`src/rtl/mealy_pattern_tx_if.sv`:
```
// Handshake and serial-stream bundle for the "11" pattern transmitter.
// The master drives start/data/len and observes the framed stream; the slave is the transmitter.
interface mealy_pattern_tx_if #(
    parameter int WIDTH = 8,
    parameter int CNT_W = 4
);
    logic             start;
    logic [WIDTH-1:0] data;
    logic [CNT_W-1:0] len;
    logic             w;
    logic             valid;
    logic             busy;
    logic             done;
    logic [CNT_W-1:0] pair_count;

    modport master (
        output start, data, len,
        input  w, valid, busy, done, pair_count
    );

    modport slave (
        input  start, data, len,
        output w, valid, busy, done, pair_count
    );
endinterface

```
`src/rtl/mealy_pattern_tx.sv`:
```
// Serial MSB-first pattern transmitter feeding the "11" sequence detectors.
// Frames the stream with valid/busy/done and counts adjacent "11" pairs sent in the frame.
module mealy_pattern_tx #(
    parameter int WIDTH = 8,
    parameter int CNT_W = 4
) (
    input  logic               clock,
    input  logic               reset,
    mealy_pattern_tx_if.slave  bus,
    output logic               fsm_state
);
    typedef enum logic {IDLE = 1'b0, SEND = 1'b1} state_t;

    state_t           state;
    logic [WIDTH-1:0] shreg;
    logic [CNT_W-1:0] rem;
    logic [CNT_W-1:0] len_eff;
    logic [CNT_W-1:0] pair_r;
    logic             w_r;
    logic             valid_r;
    logic             busy_r;
    logic             done_r;

    // A zero or oversized length means "send the whole word".
    assign len_eff = (bus.len == '0 || bus.len > CNT_W'(WIDTH)) ? CNT_W'(WIDTH) : bus.len;

    always_ff @(posedge clock or negedge reset) begin
        if (!reset) begin
            state   <= IDLE;
            shreg   <= '0;
            rem     <= '0;
            pair_r  <= '0;
            w_r     <= 1'b0;
            valid_r <= 1'b0;
            busy_r  <= 1'b0;
            done_r  <= 1'b0;
        end else begin
            done_r <= 1'b0;
            case (state)
                IDLE: begin
                    w_r     <= 1'b0;
                    valid_r <= 1'b0;
                    busy_r  <= 1'b0;
                    if (bus.start) begin
                        w_r     <= bus.data[WIDTH-1];
                        valid_r <= 1'b1;
                        busy_r  <= 1'b1;
                        shreg   <= {bus.data[WIDTH-2:0], 1'b0};
                        rem     <= len_eff - CNT_W'(1);
                        pair_r  <= '0;
                        state   <= SEND;
                    end
                end
                SEND: begin
                    if (rem != '0) begin
                        w_r   <= shreg[WIDTH-1];
                        shreg <= {shreg[WIDTH-2:0], 1'b0};
                        rem   <= rem - CNT_W'(1);
                        // Pair formed by the bit on the wire now and the one about to go out.
                        if (w_r && shreg[WIDTH-1]) begin
                            pair_r <= pair_r + CNT_W'(1);
                        end
                    end else begin
                        w_r     <= 1'b0;
                        valid_r <= 1'b0;
                        busy_r  <= 1'b0;
                        done_r  <= 1'b1;
                        state   <= IDLE;
                    end
                end
                default: state <= IDLE;
            endcase
        end
    end

    assign bus.w          = w_r;
    assign bus.valid      = valid_r;
    assign bus.busy       = busy_r;
    assign bus.done       = done_r;
    assign bus.pair_count = pair_r;
    assign fsm_state      = (state == SEND);
endmodule
```
`src/flat_wrapper.sv`:
```
// flat-port wrapper written by rule: the top's interface ports become plain ports
module mealy_pattern_tx_flat 
#(
    parameter int WIDTH = 8,
    parameter int CNT_W = 4
)
  (clock, reset, fsm_state, bus_start, bus_data, bus_len, bus_w, bus_valid, bus_busy, bus_done, bus_pair_count);
  mealy_pattern_tx_if #(.WIDTH(WIDTH), .CNT_W(CNT_W)) bus_i ();
  input  logic clock;
  input  logic reset;
  output logic fsm_state;
  input wire logic [$bits(bus_i.start)-1:0] bus_start;
  input wire logic [$bits(bus_i.data)-1:0] bus_data;
  input wire logic [$bits(bus_i.len)-1:0] bus_len;
  output wire logic [$bits(bus_i.w)-1:0] bus_w;
  output wire logic [$bits(bus_i.valid)-1:0] bus_valid;
  output wire logic [$bits(bus_i.busy)-1:0] bus_busy;
  output wire logic [$bits(bus_i.done)-1:0] bus_done;
  output wire logic [$bits(bus_i.pair_count)-1:0] bus_pair_count;
  assign bus_i.start = bus_start;
  assign bus_i.data = bus_data;
  assign bus_i.len = bus_len;
  assign bus_w = bus_i.w;
  assign bus_valid = bus_i.valid;
  assign bus_busy = bus_i.busy;
  assign bus_done = bus_i.done;
  assign bus_pair_count = bus_i.pair_count;
  mealy_pattern_tx #(.WIDTH(WIDTH), .CNT_W(CNT_W)) u_core (.clock(clock), .reset(reset), .bus(bus_i), .fsm_state(fsm_state));
endmodule
```
`config.mk`:
```
export PLATFORM = sky130hd
export DESIGN_NAME = mealy_pattern_tx_flat
export DESIGN_NICKNAME = d
export VERILOG_FILES = /design/src/rtl/mealy_pattern_tx_if.sv /design/src/rtl/mealy_pattern_tx.sv /design/src/flat_wrapper.sv
export SDC_FILE = /design/constraint.sdc
export NUM_CORES = 1
export LEC_CHECK = 0
export CAP_MARGIN = 10
export CORE_UTILIZATION = 49
export DETAILED_ROUTE_END_ITERATION = 16
export PLACE_DENSITY = 0.8
export SYNTH_ARGS = -nofsm -noshare
export SYNTH_HDL_FRONTEND = slang
export SYNTH_SLANG_ARGS = --single-unit
```
`constraint.sdc`:
```
create_clock -name clock -period 3.13 [get_ports clock]
set_clock_uncertainty 0.05 [all_clocks]
set_input_delay 0.626 -clock clock [delete_from_list [all_inputs] [get_ports clock]]
set_output_delay 0.626 -clock clock [all_outputs]
set_load 0.01 [all_outputs]
```
* Word-level counts from Yosys, hierarchy flattened
Cells that the tools add are included. W data, S select, Z words.
Word-level totals: register bits 20, input port bits 15, output and inout port bits 9, word-level logic and storage cells 43
Operators by class: add/subtract/negate cells 3, order comparisons 1, equality and inequality tests 4, muxes and demuxes 21, bitwise operators 1, reduce and logical (&&, ||, !) cells 6
Operator list (count):
- $mux W4 | 6
- $mux W8 | 2
- $pmux W4 S2 | 2
- $pmux W8 S2 | 1
- $ne A2 B2 Y1 const B | 4
- $sub A4 B1 Y4 const B | 2
- $mux W1 | 7
- $pmux W1 S2 | 3
- $add A4 B1 Y4 const B | 1
- $gt A4 B4 Y1 const B | 1
- $logic_not A4 Y1 | 1
- $reduce_bool A4 Y1 | 1
- $reduce_and A3 Y1 | 1
- $reduce_and A2 Y1 | 1
- $logic_and A1 B1 Y1 | 1
- $logic_or A1 B1 Y1 | 1
- $not A1 Y1 | 1

* Longest topological paths before layout
Gate-level depths: netlist of the first run.
depth in word-level cells 6, mapped depth 7, gate-level depth less buffers 6

* Worst setup path before layout of the first run
No wires, ideal clock.
kind register to register, start point reg u_core.state (netlist: u_core.fsm_state), end point reg u_core.rem[2], setup time 118 ps, arrival time 1566 ps, data required time 2962 ps, slack 1396 ps, cell stages (with the launch flop) 8, buffers on the path 2, clock period less this slack 1734 ps, cells stage by stage dfrtp_1 buf_2 clkbuf_1 a22oi_1 ha_1 xnor2_1 a211oi_1 a21o_1
Between the ends: word-level cells in the longest chain between the ends 3, elaborated cells on any way between the ends 5, classes of those cells 2 x eq/ne; 1 x mux; 1 x bitwise; 1 x reduce/logical
Ends and longest elaborated chain:
- start, declared | RTL line mealy_pattern_tx.sv:14 | state_t state;
- start signal, assigned | RTL line mealy_pattern_tx.sv:29 | state <= IDLE;
- start signal, assigned | RTL line mealy_pattern_tx.sv:51 | state <= SEND;
- start signal, assigned | RTL line mealy_pattern_tx.sv:68 | state <= IDLE;
- $not A1 Y1 | RTL line mealy_pattern_tx.sv:39 | case (state)
- $ne A2 B2 Y1 (no source line)
- $reduce_and A2 Y1 (no source line)
- end signal, assigned | RTL line mealy_pattern_tx.sv:49 | rem <= len_eff - CNT_W'(1);
- end signal, assigned | RTL line mealy_pattern_tx.sv:58 | rem <= rem - CNT_W'(1);
- end, declared | RTL line mealy_pattern_tx.sv:16 | logic [CNT_W-1:0] rem;
Parallel ways exist; a longest one is shown, timed or not. A chain may end at the register's enable or synchronous reset.

* Worst setup path in the final report of the first run
start point reg u_core.state (netlist: u_core.fsm_state), end point out fsm_state
RTL lines:
- end, declared | RTL line flat_wrapper.sv:11 | output logic fsm_state;
No word-level cell between the ends.

==> out/qor.csv, run 1 <==
stage;metric;value;unit
grt;wire length of the first global-routing pass;2.86;mm
timing;clock period minus worst slack;2270;ps
die;overall die width;45.7;um
worst_setup_path;crit path capture type;output port;
worst_setup_path;worst setup slack for register-to-register paths;1110;ps
timing;Sum Neg Setup Slack;0;ps
worst_setup_path;launching instance or port of the critical path;u_core.fsm_state;
cells_and_area;layout cells sized above 1;7.08;%
cells_and_area;number of nets in the final layout;131;
worst_setup_path;largest fanout on the critical path;13;
min_path;type of the most critical hold path;reg2reg;
clock_tree;TritonCTS clock tree;yes;
die;Die Outline Area;0.00209;sq mm
drt;Detailed Route WL;1.74;mm
worst_setup_path;crit path cell chain;clkdlybuf4s50_1;
timing;least setup slack across all paths after layout;860;ps
power_and_ir_drop;power density over cell area;797;mW/mm^2
cells_and_area;antenna diode count;0;
yosys;top area cells in the synthesized netlist;sky130_fd_sc_hd__dfrtp_1 (51%), sky130_fd_sc_hd__mux2i_1 (8.5%), sky130_fd_sc_hd__o21ai_0 (5.3%);
timing;unrepaired setup endpoints after global routing;no;
drt;total number of vias;721;
grt;largest net degree at the start of global routing;20;
placement;cell area after placement;0.00118;sq mm
yosys;mean cell area of the mapped netlist;10.4;sq um
yosys;synthesized net count;107;
yosys;most frequently used flop master after synthesis;sky130_fd_sc_hd__dfrtp_1;
drt;Post-DRT Antenna Nets;0;
die;Initial Utilization;53.1;%
placement;placed instance count;134;
power_and_ir_drop;Leakage;0.544;nW
timing;final clock period utilization by the worst path;72.5;%
yosys;part of the Yosys area used for sequential elements;50.7;%
die;die height;45.7;um
clock_tree;count of buffers added by post-CTS timing repair for setup;0;
power_and_ir_drop;sum of internal, switching and leakage power;960;uW
cells_and_area;area of all sequential standard cells;475;sq um
run_status;result of the run;complete, no violations;
worst_setup_path;worst endpoint required time;2450;ps
die;number of top-level design ports;24;
cells_and_area;total area of multi-input combinational cells;427;sq um
worst_setup_path;CP Launch Type;register;
worst_setup_path;number of stages on the worst setup path;1;
clock_tree;CTS clk-pin slew, worst paths;110;ps
worst_setup_path;R2R depth;7;
drt;Pre-antenna DRT Iters;3;
yosys;count of flip-flops with a built-in enable after synthesis;0;
clock_tree;maximum root-to-sink buffer count;2;
timing;Final setup violation count;0;
worst_setup_path;Crit-path slowest cell;sky130_fd_sc_hd__dfrtp_1;
clock_tree;Num Clock Sinks;19;
yosys;number of register bits inferred by synthesis;19;
yosys;Synth Cell Area;937;sq um
timing;final-layout worst hold slack;463;ps
worst_setup_path;number of buffers and inverters on the critical path;1;
clock_tree;total CTS buffers;3;
clock_tree;H-tree levels;1;
drt;count of routing violations after the opening detailed-route iteration;5;
worst_setup_path;Max stage delay on crit path;670;ps
yosys;area fraction of the dominant cell type after synthesis;50.7;%
yosys;library cells used by synthesis;31;
grt;number of antenna violations at the first check in global routing;0;
timing;Tightest Pin Transition;817;ps
timing;achievable clock frequency;0.441;GHz
worst_setup_path;worst setup path endpoint;fsm_state;
cells_and_area;end-of-flow core utilization;68.3;%
placement;Buffers on Ports;23;
power_and_ir_drop;highest ir drop seen on vdd;0.000453;V
placement;pre-CTS setup slack;883;ps
timing;Final Max Tran Viols;0;
drt;routed len/inst;12.6;um
die;number of placement rows;15;
timing;Hold Violations, Final;0;
clock_tree;Clk Latency, worst-skew pair;290;ps
worst_setup_path;reg-to-reg endpoint;u_core.rem[2];
worst_setup_path;Worst Path Arrival;1590;ps
drt;# DRC;0;
clock_tree;root buffer selected by CTS;sky130_fd_sc_hd__clkbuf_4;
yosys;fraction of registers with async set/reset;100;%
cells_and_area;number of cells in the finished layout apart from fillers;138;
clock_tree;number of cells upsized or downsized after cts;0;
die;Std-Cell Core Area;0.00176;sq mm
grt;number of global-route vias before repair;709;
yosys;list of most frequent post-synthesis cells;sky130_fd_sc_hd__dfrtp_1 (19), sky130_fd_sc_hd__nand2_1 (12), sky130_fd_sc_hd__o21ai_0 (10);
yosys;Yosys warning count;0;
worst_setup_path;launch point of the worst reg-to-reg path;u_core.fsm_state;
placement;global placer's final weighted congestion;0.875;
drt;ratio of routed vias to standard cells;5.22;
clock_tree;hold-fix buffer count after cts;0;
grt;overall overflow remaining after global route;0;
cells_and_area;area added between synthesis and finish;28.6;%
flow_run;maxcap violations;0;
timing;Max transition margin;45.3;%
yosys;top-count cell post-synth;sky130_fd_sc_hd__dfrtp_1;
grt;overall track demand over capacity in global routing;19.4;%
yosys;Mapped Cells;90;
worst_setup_path;path type of the worst setup path;reg2out;
cells_and_area;final design area excluding fillers;0.00120;sq mm
cells_and_area;Filler cells;163;
min_path;Hold Path Stages;2;
yosys;cell type with the highest aggregate area in the netlist;sky130_fd_sc_hd__dfrtp_1;
worst_setup_path;largest delay contributor family on the critical path;flip-flops;
==> how the worst min path moves through the flow <==
stage | start | to | slack [ps]
CTS | u_core.shreg[6] | u_core.shreg[6] | 460
global route | u_core.shreg[4] | u_core.shreg[4] | 490
global placement | u_core.shreg[5] | u_core.shreg[5] | 420
finish | u_core.shreg[6] | u_core.shreg[6] | 460
floorplan | reset | u_core.bus.done | 280
detailed placement | u_core.shreg[6] | u_core.shreg[6] | 440
==> layer usage <==
metal / GRT usage, % / wire length, um
met3: 2.38 / 72
met1: 23.5 / 789
met4: 8.82 / 23
met2: 34.0 / 853
met5: 0 / 0
==> report_power, final <==
part | total (mW) | internal [mW] | switching [mW]
sequential | 0.430 | 0.332 | 0.0970
combinational | 0.406 | 0.223 | 0.183
clock | 0.124 | 0.0495 | 0.0747
total | 0.960 | 0.606 | 0.354
==> cell families after synthesis <==
family / count (synthesis) / synth area share [%]
adders and majority gates: 2 / 2.67
and+or+nand+nor: 29 / 15.9
xor gates and xnor gates: 4 / 3.74
AOI/OAI and AO/OA: 20 / 13.5
buffers and inverters: 7 / 3.74
DFF: 19 / 50.7
muxes: 9 / 9.75
==> flip-flops by register name, indices dropped and copies added, names as in the netlist <==
| signal | flops |
|---|---|
| u_core.rem | 4 |
| u_core.fsm_state | 1 |
| u_core.bus.valid | 1 |
| u_core.bus.pair_count | 4 |
| u_core.bus.w | 1 |
| u_core.bus.done | 1 |
| u_core.shreg | 7 |
==> layout make-up <==
class | instances | share of cell area (%)
tap | 25 | 2.60
timing repair buffer | 24 | 19.7
inverter | 2 | 0.623
multi-input combinational | 64 | 35.4
sequential | 19 | 39.5
clock buffer | 4 | 2.18
==> layout by cell type (no fill, tap or decap), types with 2 or more instances in the layout <==
cell / n
sky130_fd_sc_hd__mux2i_1: 8
sky130_fd_sc_hd__o21ai_0: 10
sky130_fd_sc_hd__nand2_1: 12
sky130_fd_sc_hd__clkbuf_4: 3
sky130_fd_sc_hd__a21o_1: 2
sky130_fd_sc_hd__a22oi_1: 2
sky130_fd_sc_hd__clkdlybuf4s50_1: 23
sky130_fd_sc_hd__a22o_1: 2
sky130_fd_sc_hd__nor2_1: 3
sky130_fd_sc_hd__nand3_1: 3
sky130_fd_sc_hd__nand4_1: 2
sky130_fd_sc_hd__xnor2_1: 4
sky130_fd_sc_hd__dfrtp_1: 19
sky130_fd_sc_hd__inv_1: 2
sky130_fd_sc_hd__ha_1: 2
Note: power is estimated with default switching activity, not from simulation.
==> run 2: changes to the inputs <==
--- a/config.mk
+++ b/config.mk
@@ -6,9 +6,9 @@
 export NUM_CORES = 1
 export LEC_CHECK = 0
 export CAP_MARGIN = 10
-export CORE_UTILIZATION = 49
+export CORE_UTILIZATION = 47
 export DETAILED_ROUTE_END_ITERATION = 16
-export PLACE_DENSITY = 0.8
+export PLACE_DENSITY = 0.77
 export SYNTH_ARGS = -nofsm -noshare
 export SYNTH_HDL_FRONTEND = slang
 export SYNTH_SLANG_ARGS = --single-unit
==> constraint.sdc (replaced) <==
create_clock -name clock -period 2.1 [get_ports clock]
set_clock_uncertainty 0.05 [all_clocks]
set_input_delay 0.42 -clock clock [delete_from_list [all_inputs] [get_ports clock]]
set_output_delay 0.42 -clock clock [all_outputs]
set_load 0.01 [all_outputs]
==> run 2 against run 1 <==
Clock power rose by 51%. Core utilization rose by 0.66 points. Clock-buffer cell count did not move. Setup slack got worse by 710 ps. Global-route usage rose by 2.8 points. Critical path type unchanged.
==> out/qor.csv, run 2 (synthesis gave the netlist of run 1 again) <==
stage;metric;value;unit
run_status;result of the run;complete, no violations;
worst_setup_path;worst endpoint required time;1630;ps
timing;Hold Violations, Final;0;
timing;least setup slack across all paths after layout;154;ps
die;die height;46.7;um
worst_setup_path;CP Launch Type;register;
drt;ratio of routed vias to standard cells;5.48;
placement;pre-CTS setup slack;140;ps
timing;achievable clock frequency;0.514;GHz
timing;clock period minus worst slack;1950;ps
die;number of placement rows;15;
power_and_ir_drop;highest ir drop seen on vdd;0.000684;V
clock_tree;H-tree levels;1;
placement;Buffers on Ports;23;
die;Die Outline Area;0.00218;sq mm
worst_setup_path;largest delay contributor family on the critical path;buffers and inverters;
power_and_ir_drop;sum of internal, switching and leakage power;1.49;mW
worst_setup_path;number of stages on the worst setup path;1;
grt;largest net degree at the start of global routing;20;
worst_setup_path;launching instance or port of the critical path;u_core.fsm_state;
grt;wire length of the first global-routing pass;3.20;mm
clock_tree;maximum root-to-sink buffer count;2;
cells_and_area;antenna diode count;0;
clock_tree;number of cells upsized or downsized after cts;0;
clock_tree;Clk Latency, worst-skew pair;300;ps
drt;met3 wirelength from detailed routing;88;um
grt;number of global-route vias before repair;738;
placement;half-perimeter wire length after placement;1.48;mm
clock_tree;Num Clock Sinks;19;
worst_setup_path;crit path cell chain;clkdlybuf4s50_1;
worst_setup_path;reg-to-reg endpoint;u_core.rem[2];
die;Initial Utilization;52.0;%
worst_setup_path;path type of the worst setup path;reg2out;
drt;total number of vias;783;
timing;Sum Neg Setup Slack;0;ps
cells_and_area;top library cells by usage in the layout, fill and taps aside;sky130_fd_sc_hd__clkdlybuf4s50_1 (23), sky130_fd_sc_hd__dfrtp_1 (19), sky130_fd_sc_hd__nand2_1 (12), sky130_fd_sc_hd__o21ai_0 (10), sky130_fd_sc_hd__mux2i_1 (8);
clock_tree;hold-fix buffer count after cts;0;
grt;overall track demand over capacity in global routing;22.2;%
cells_and_area;max reg flops;7;
placement;global placer's final weighted congestion;0.808;
die;number of top-level design ports;24;
timing;Final Max Tran Viols;0;
worst_setup_path;R2R depth;6;
worst_setup_path;Crit-path slowest cell;sky130_fd_sc_hd__clkdlybuf4s50_1;
worst_setup_path;launch point of the worst reg-to-reg path;u_core.fsm_state;
worst_setup_path;largest fanout on the critical path;11;
cells_and_area;Filler cells;152;
drt;Pre-antenna DRT Iters;4;
die;overall die width;46.7;um
clock_tree;TritonCTS clock tree;yes;
clock_tree;root buffer selected by CTS;sky130_fd_sc_hd__clkbuf_4;
drt;highest signal layer in the routed design;met4;
cells_and_area;layout cells sized above 1;11.0;%
grt;number of antenna violations at the first check in global routing;0;
worst_setup_path;Worst Path Arrival;1480;ps
die;Std-Cell Core Area;0.00180;sq mm
cells_and_area;most common cell after layout, fill and taps aside;sky130_fd_sc_hd__clkdlybuf4s50_1;
drt;WL met2;1.03;mm
worst_setup_path;worst setup slack for register-to-register paths;410;ps
drt;Post-Route M1 WL;831;um
timing;Max transition margin;76.2;%
timing;unrepaired setup endpoints after global routing;no;
cells_and_area;number of nets in the final layout;136;
timing;final clock period utilization by the worst path;92.7;%
clock_tree;count of buffers added by post-CTS timing repair for setup;0;
timing;Tightest Pin Transition;357;ps
min_path;type of the most critical hold path;in2async;
cells_and_area;area added between synthesis and finish;32.6;%
worst_setup_path;Max stage delay on crit path;610;ps
worst_setup_path;number of buffers and inverters on the critical path;1;
power_and_ir_drop;Leakage;0.570;nW
grt;overall overflow remaining after global route;0;
clock_tree;CTS clk-pin slew, worst paths;100;ps
clock_tree;total CTS buffers;3;
drt;routed len/inst;14.0;um
power_and_ir_drop;power density over cell area;1200;mW/mm^2
cells_and_area;Most flops, register;u_core.shreg;
timing;Final setup violation count;0;
drt;Detailed Route WL;2.00;mm
worst_setup_path;crit path capture type;output port;
drt;count of routing violations after the opening detailed-route iteration;7;
drt;# DRC;0;
drt;Post-DRT Antenna Nets;0;
worst_setup_path;worst setup path endpoint;fsm_state;
flow_run;maxcap violations;0;
[run 2: cell count changes in the layout (fill, tap and decap cells not counted), sizes merged]
cell,previous run,this run
buf,1,6
[run 2: per-layer routing]
layer / vias up / track usage, %
li1: 377 / -
met1: 371 / 24.2
met2: 29 / 39.4
met3: 6 / 4.71
met4: 0 / 12.0
met5: - / 0
[run 2: report_power, final]
group	internal, mW	switching (mW)	leakage (nW)
Clock	0.0741	0.113	0.0150
Sequential	0.496	0.139	0.244
Combinational	0.363	0.303	0.311
Total	0.933	0.555	0.570
[run 2: stage by stage]
step           hold WS (ps)  area [sq um]  std cells  utilization (%)
3_3_place_gp            415          1220        139             67.5
5_1_grt                 412          1240        143             69.0
6_report                393          1240        143             69.0
3_5_place_dp            424          1220        139             67.5
4_1_cts                 401          1240        143             69.0
2_1_floorplan          74.4           937         90                -
[run 2: worst register-to-register path, stage by stage, from the launching register on]
cell	delay (ps)
sky130_fd_sc_hd__dfrtp_1	520
sky130_fd_sc_hd__nor2_1	220
sky130_fd_sc_hd__a22oi_1	110
sky130_fd_sc_hd__ha_1	270
sky130_fd_sc_hd__xnor2_1	130
sky130_fd_sc_hd__a211oi_1	230
sky130_fd_sc_hd__a21o_1	110
[run 2: cell type report]
class	count	area, sq um	share of cell area (%)
sequential	19	475	38.3
multi-input combinational	64	427	34.3
timing repair buffer	29	275	22.2
tap	25	31.3	2.52
clock buffer	4	26.3	2.11
inverter	2	7.51	0.604
[run 2: worst min path at each step]
stage                                to  slack, ps  cells after the start
6_report       u_core.bus.pair_count[0]        390                      2
5_1_grt        u_core.bus.pair_count[0]        410                      2
4_1_cts        u_core.bus.pair_count[0]        400                      2
3_5_place_dp            u_core.shreg[6]        420                      2
3_3_place_gp            u_core.shreg[6]        420                      2
2_1_floorplan           u_core.bus.done         70                      0
==> run 3: changes to the inputs <==
--- a/config.mk
+++ b/config.mk
@@ -6,6 +6,7 @@
 export NUM_CORES = 1
 export LEC_CHECK = 0
 export CAP_MARGIN = 10
+export CORE_MARGIN = 8
 export CORE_UTILIZATION = 47
 export DETAILED_ROUTE_END_ITERATION = 16
 export PLACE_DENSITY = 0.77
==> constraint.sdc (replaced) <==
create_clock -name clock -period 2.1 [get_ports clock]
set_clock_uncertainty 0.05 [all_clocks]
set_input_delay 0.42 -clock clock [delete_from_list [all_inputs] [get_ports clock]]
set_output_delay 0.42 -clock clock [all_outputs]
set_load 0.02 [all_outputs]
==> run 3 against run 2 <==
Die area increased by 69%. Core utilization shrank 3.7 points. Setup slack improved by 24 ps. First-iteration DRC count increased by 100%. Hold slack worse by 0.74 ps. Cell count is 2.1% higher. Critical path depth stayed put. Global-route usage shrank 9.4 points. Clock-buffer cell count is the same. Sequential share of layout area decreased by 0.24 points. Combinational power grew 6.6%. Via count shrank 3.3%.
==> out/qor.csv, run 3 (synthesis gave the netlist of run 1 again) <==
stage;metric;value;unit
run_status;result of the run;complete, no violations;
cells_and_area;number of nets in the final layout;137;
grt;largest net degree at the start of global routing;20;
grt;met1 usage;13.9;%
worst_setup_path;CP Launch Type;register;
placement;cell area after placement;0.00123;sq mm
grt;met2 Resource Use GR;22.5;%
drt;ratio of routed vias to standard cells;5.18;
grt;number of global-route vias before repair;809;
cells_and_area;most common cell after layout, fill and taps aside;sky130_fd_sc_hd__clkdlybuf4s50_1;
power_and_ir_drop;highest ir drop seen on vdd;0.000641;V
worst_setup_path;Max stage delay on crit path;650;ps
grt;global-route met3 utilization;2.75;%
grt;wire length of the first global-routing pass;3.55;mm
drt;routed len/inst;14.2;um
worst_setup_path;worst endpoint required time;1630;ps
worst_setup_path;R2R depth;6;
clock_tree;total CTS buffers;3;
cells_and_area;area added between synthesis and finish;33.8;%
worst_setup_path;largest fanout on the critical path;10;
cells_and_area;Filler cells;172;
die;Initial Utilization;48.8;%
cells_and_area;antenna diode count;0;
drt;Pre-antenna DRT Iters;4;
power_and_ir_drop;power density over cell area;1220;mW/mm^2
cells_and_area;area of all sequential standard cells;477;sq um
clock_tree;maximum root-to-sink buffer count;2;
clock_tree;count of buffers added by post-CTS timing repair for setup;0;
worst_setup_path;Worst Path Arrival;1450;ps
worst_setup_path;reg-to-reg endpoint;u_core.rem[2];
grt;overall overflow remaining after global route;0;
cells_and_area;Most flops, register;u_core.shreg;
grt;overall track demand over capacity in global routing;12.8;%
die;die height;60.7;um
timing;Final Max Tran Viols;0;
cells_and_area;top library cells by usage in the layout, fill and taps aside;sky130_fd_sc_hd__clkdlybuf4s50_1 (23), sky130_fd_sc_hd__dfrtp_1 (18), sky130_fd_sc_hd__nand2_1 (12), sky130_fd_sc_hd__o21ai_0 (10), sky130_fd_sc_hd__mux2i_1 (8);
flow_run;maxcap violations;0;
die;number of placement rows;16;
die;overall die width;60.7;um
die;number of top-level design ports;24;
drt;total number of vias;757;
worst_setup_path;number of buffers and inverters on the critical path;1;
drt;Post-DRT Antenna Nets;0;
timing;Final setup violation count;0;
cells_and_area;layout cells sized above 1;12.6;%
worst_setup_path;crit path capture type;output port;
grt;most used routing layer in global routing;met2;
timing;final clock period utilization by the worst path;91.5;%
placement;Buffers on Ports;23;
worst_setup_path;launch point of the worst reg-to-reg path;u_core.fsm_state;
drt;count of routing violations after the opening detailed-route iteration;14;
clock_tree;Clk Latency, worst-skew pair;290;ps
placement;half-perimeter wire length after placement;1.65;mm
drt;Detailed Route WL;2.08;mm
clock_tree;Num Clock Sinks;19;
clock_tree;H-tree levels;1;
timing;unrepaired setup endpoints after global routing;no;
worst_setup_path;path type of the worst setup path;reg2out;
cells_and_area;total area of multi-input combinational cells;427;sq um
timing;achievable clock frequency;0.520;GHz
power_and_ir_drop;sum of internal, switching and leakage power;1.53;mW
clock_tree;root buffer selected by CTS;sky130_fd_sc_hd__clkbuf_4;
clock_tree;TritonCTS clock tree;yes;
min_path;type of the most critical hold path;in2async;
power_and_ir_drop;Leakage;0.574;nW
die;Std-Cell Core Area;0.00192;sq mm
worst_setup_path;worst setup slack for register-to-register paths;430;ps
timing;Tightest Pin Transition;228;ps
die;Die Outline Area;0.00368;sq mm
timing;clock period minus worst slack;1920;ps
grt;number of antenna violations at the first check in global routing;0;
timing;Max transition margin;84.6;%
cells_and_area;max reg flops;7;
timing;Hold Violations, Final;0;
worst_setup_path;Crit-path slowest cell;sky130_fd_sc_hd__clkdlybuf4s50_1;
cells_and_area;final design area excluding fillers;0.00125;sq mm
worst_setup_path;largest delay contributor family on the critical path;buffers and inverters;
drt;# DRC;0;
placement;global placer's final weighted congestion;0.757;
clock_tree;CTS clk-pin slew, worst paths;100;ps
timing;Sum Neg Setup Slack;0;ps
worst_setup_path;crit path cell chain;clkdlybuf4s50_1;
## run 3: routing by layer
layer | up-vias | share of wire [%]
met4 | 0 | 2.5
met3 | 7 | 6.4
li1 | 379 | -
met2 | 26 | 48
met1 | 345 | 43
met5 | - | 0
## run 3: how the worst max path moves through the flow
stage	depth (start not counted)	slack [ps]	to	from
6_report	1	180	fsm_state	u_core.fsm_state
5_1_grt	1	140	fsm_state	u_core.fsm_state
4_1_cts	1	30	fsm_state	u_core.fsm_state
3_5_place_dp	7	100	u_core.rem[2]	bus_len[3]
3_3_place_gp	7	210	u_core.rem[2]	bus_len[3]
2_1_floorplan	7	280	u_core.rem[2]	u_core.fsm_state
## run 3: what timing repair did
item / CTS / global route
endpoints found under the setup margin: 0 / 1
hold buffers: 0 / 0
resized for setup: 0 / 1
## run 3: cell type report
cell class	instances	area share (%)
sequential	19	38.0
multi-input combinational	64	34.0
timing repair buffer	30	22.6
tap	27	2.69
clock buffer	4	2.10
inverter	2	0.599
## run 3: metrics by stage
| step | utilization [%] | setup WS, ps | hold slack, ps | instances |
|---|---|---|---|---|
| floorplan | - | 283 | 74.4 | 90 |
| global placement | 63.8 | 215 | 411 | 142 |
| detailed placement | 63.8 | 97.8 | 426 | 142 |
| CTS | 65.2 | 31.8 | 396 | 146 |
| global route | 65.2 | 140 | 420 | 146 |
| finish | 65.2 | 178 | 392 | 146 |
## run 3: power by group
part	internal (mW)	switching (mW)	total [mW]
logic	0.369	0.340	0.710
clock network	0.0740	0.106	0.180
registers	0.498	0.142	0.640
## run 3: worst reg2reg max path, stage by stage (launching register included)
cell and delay [ps]:
sky130_fd_sc_hd__dfrtp_2 510, sky130_fd_sc_hd__nor2_1 180, sky130_fd_sc_hd__a22oi_1 90, sky130_fd_sc_hd__ha_1 260, sky130_fd_sc_hd__xnor2_1 160, sky130_fd_sc_hd__a211oi_1 260, sky130_fd_sc_hd__a21o_1 110
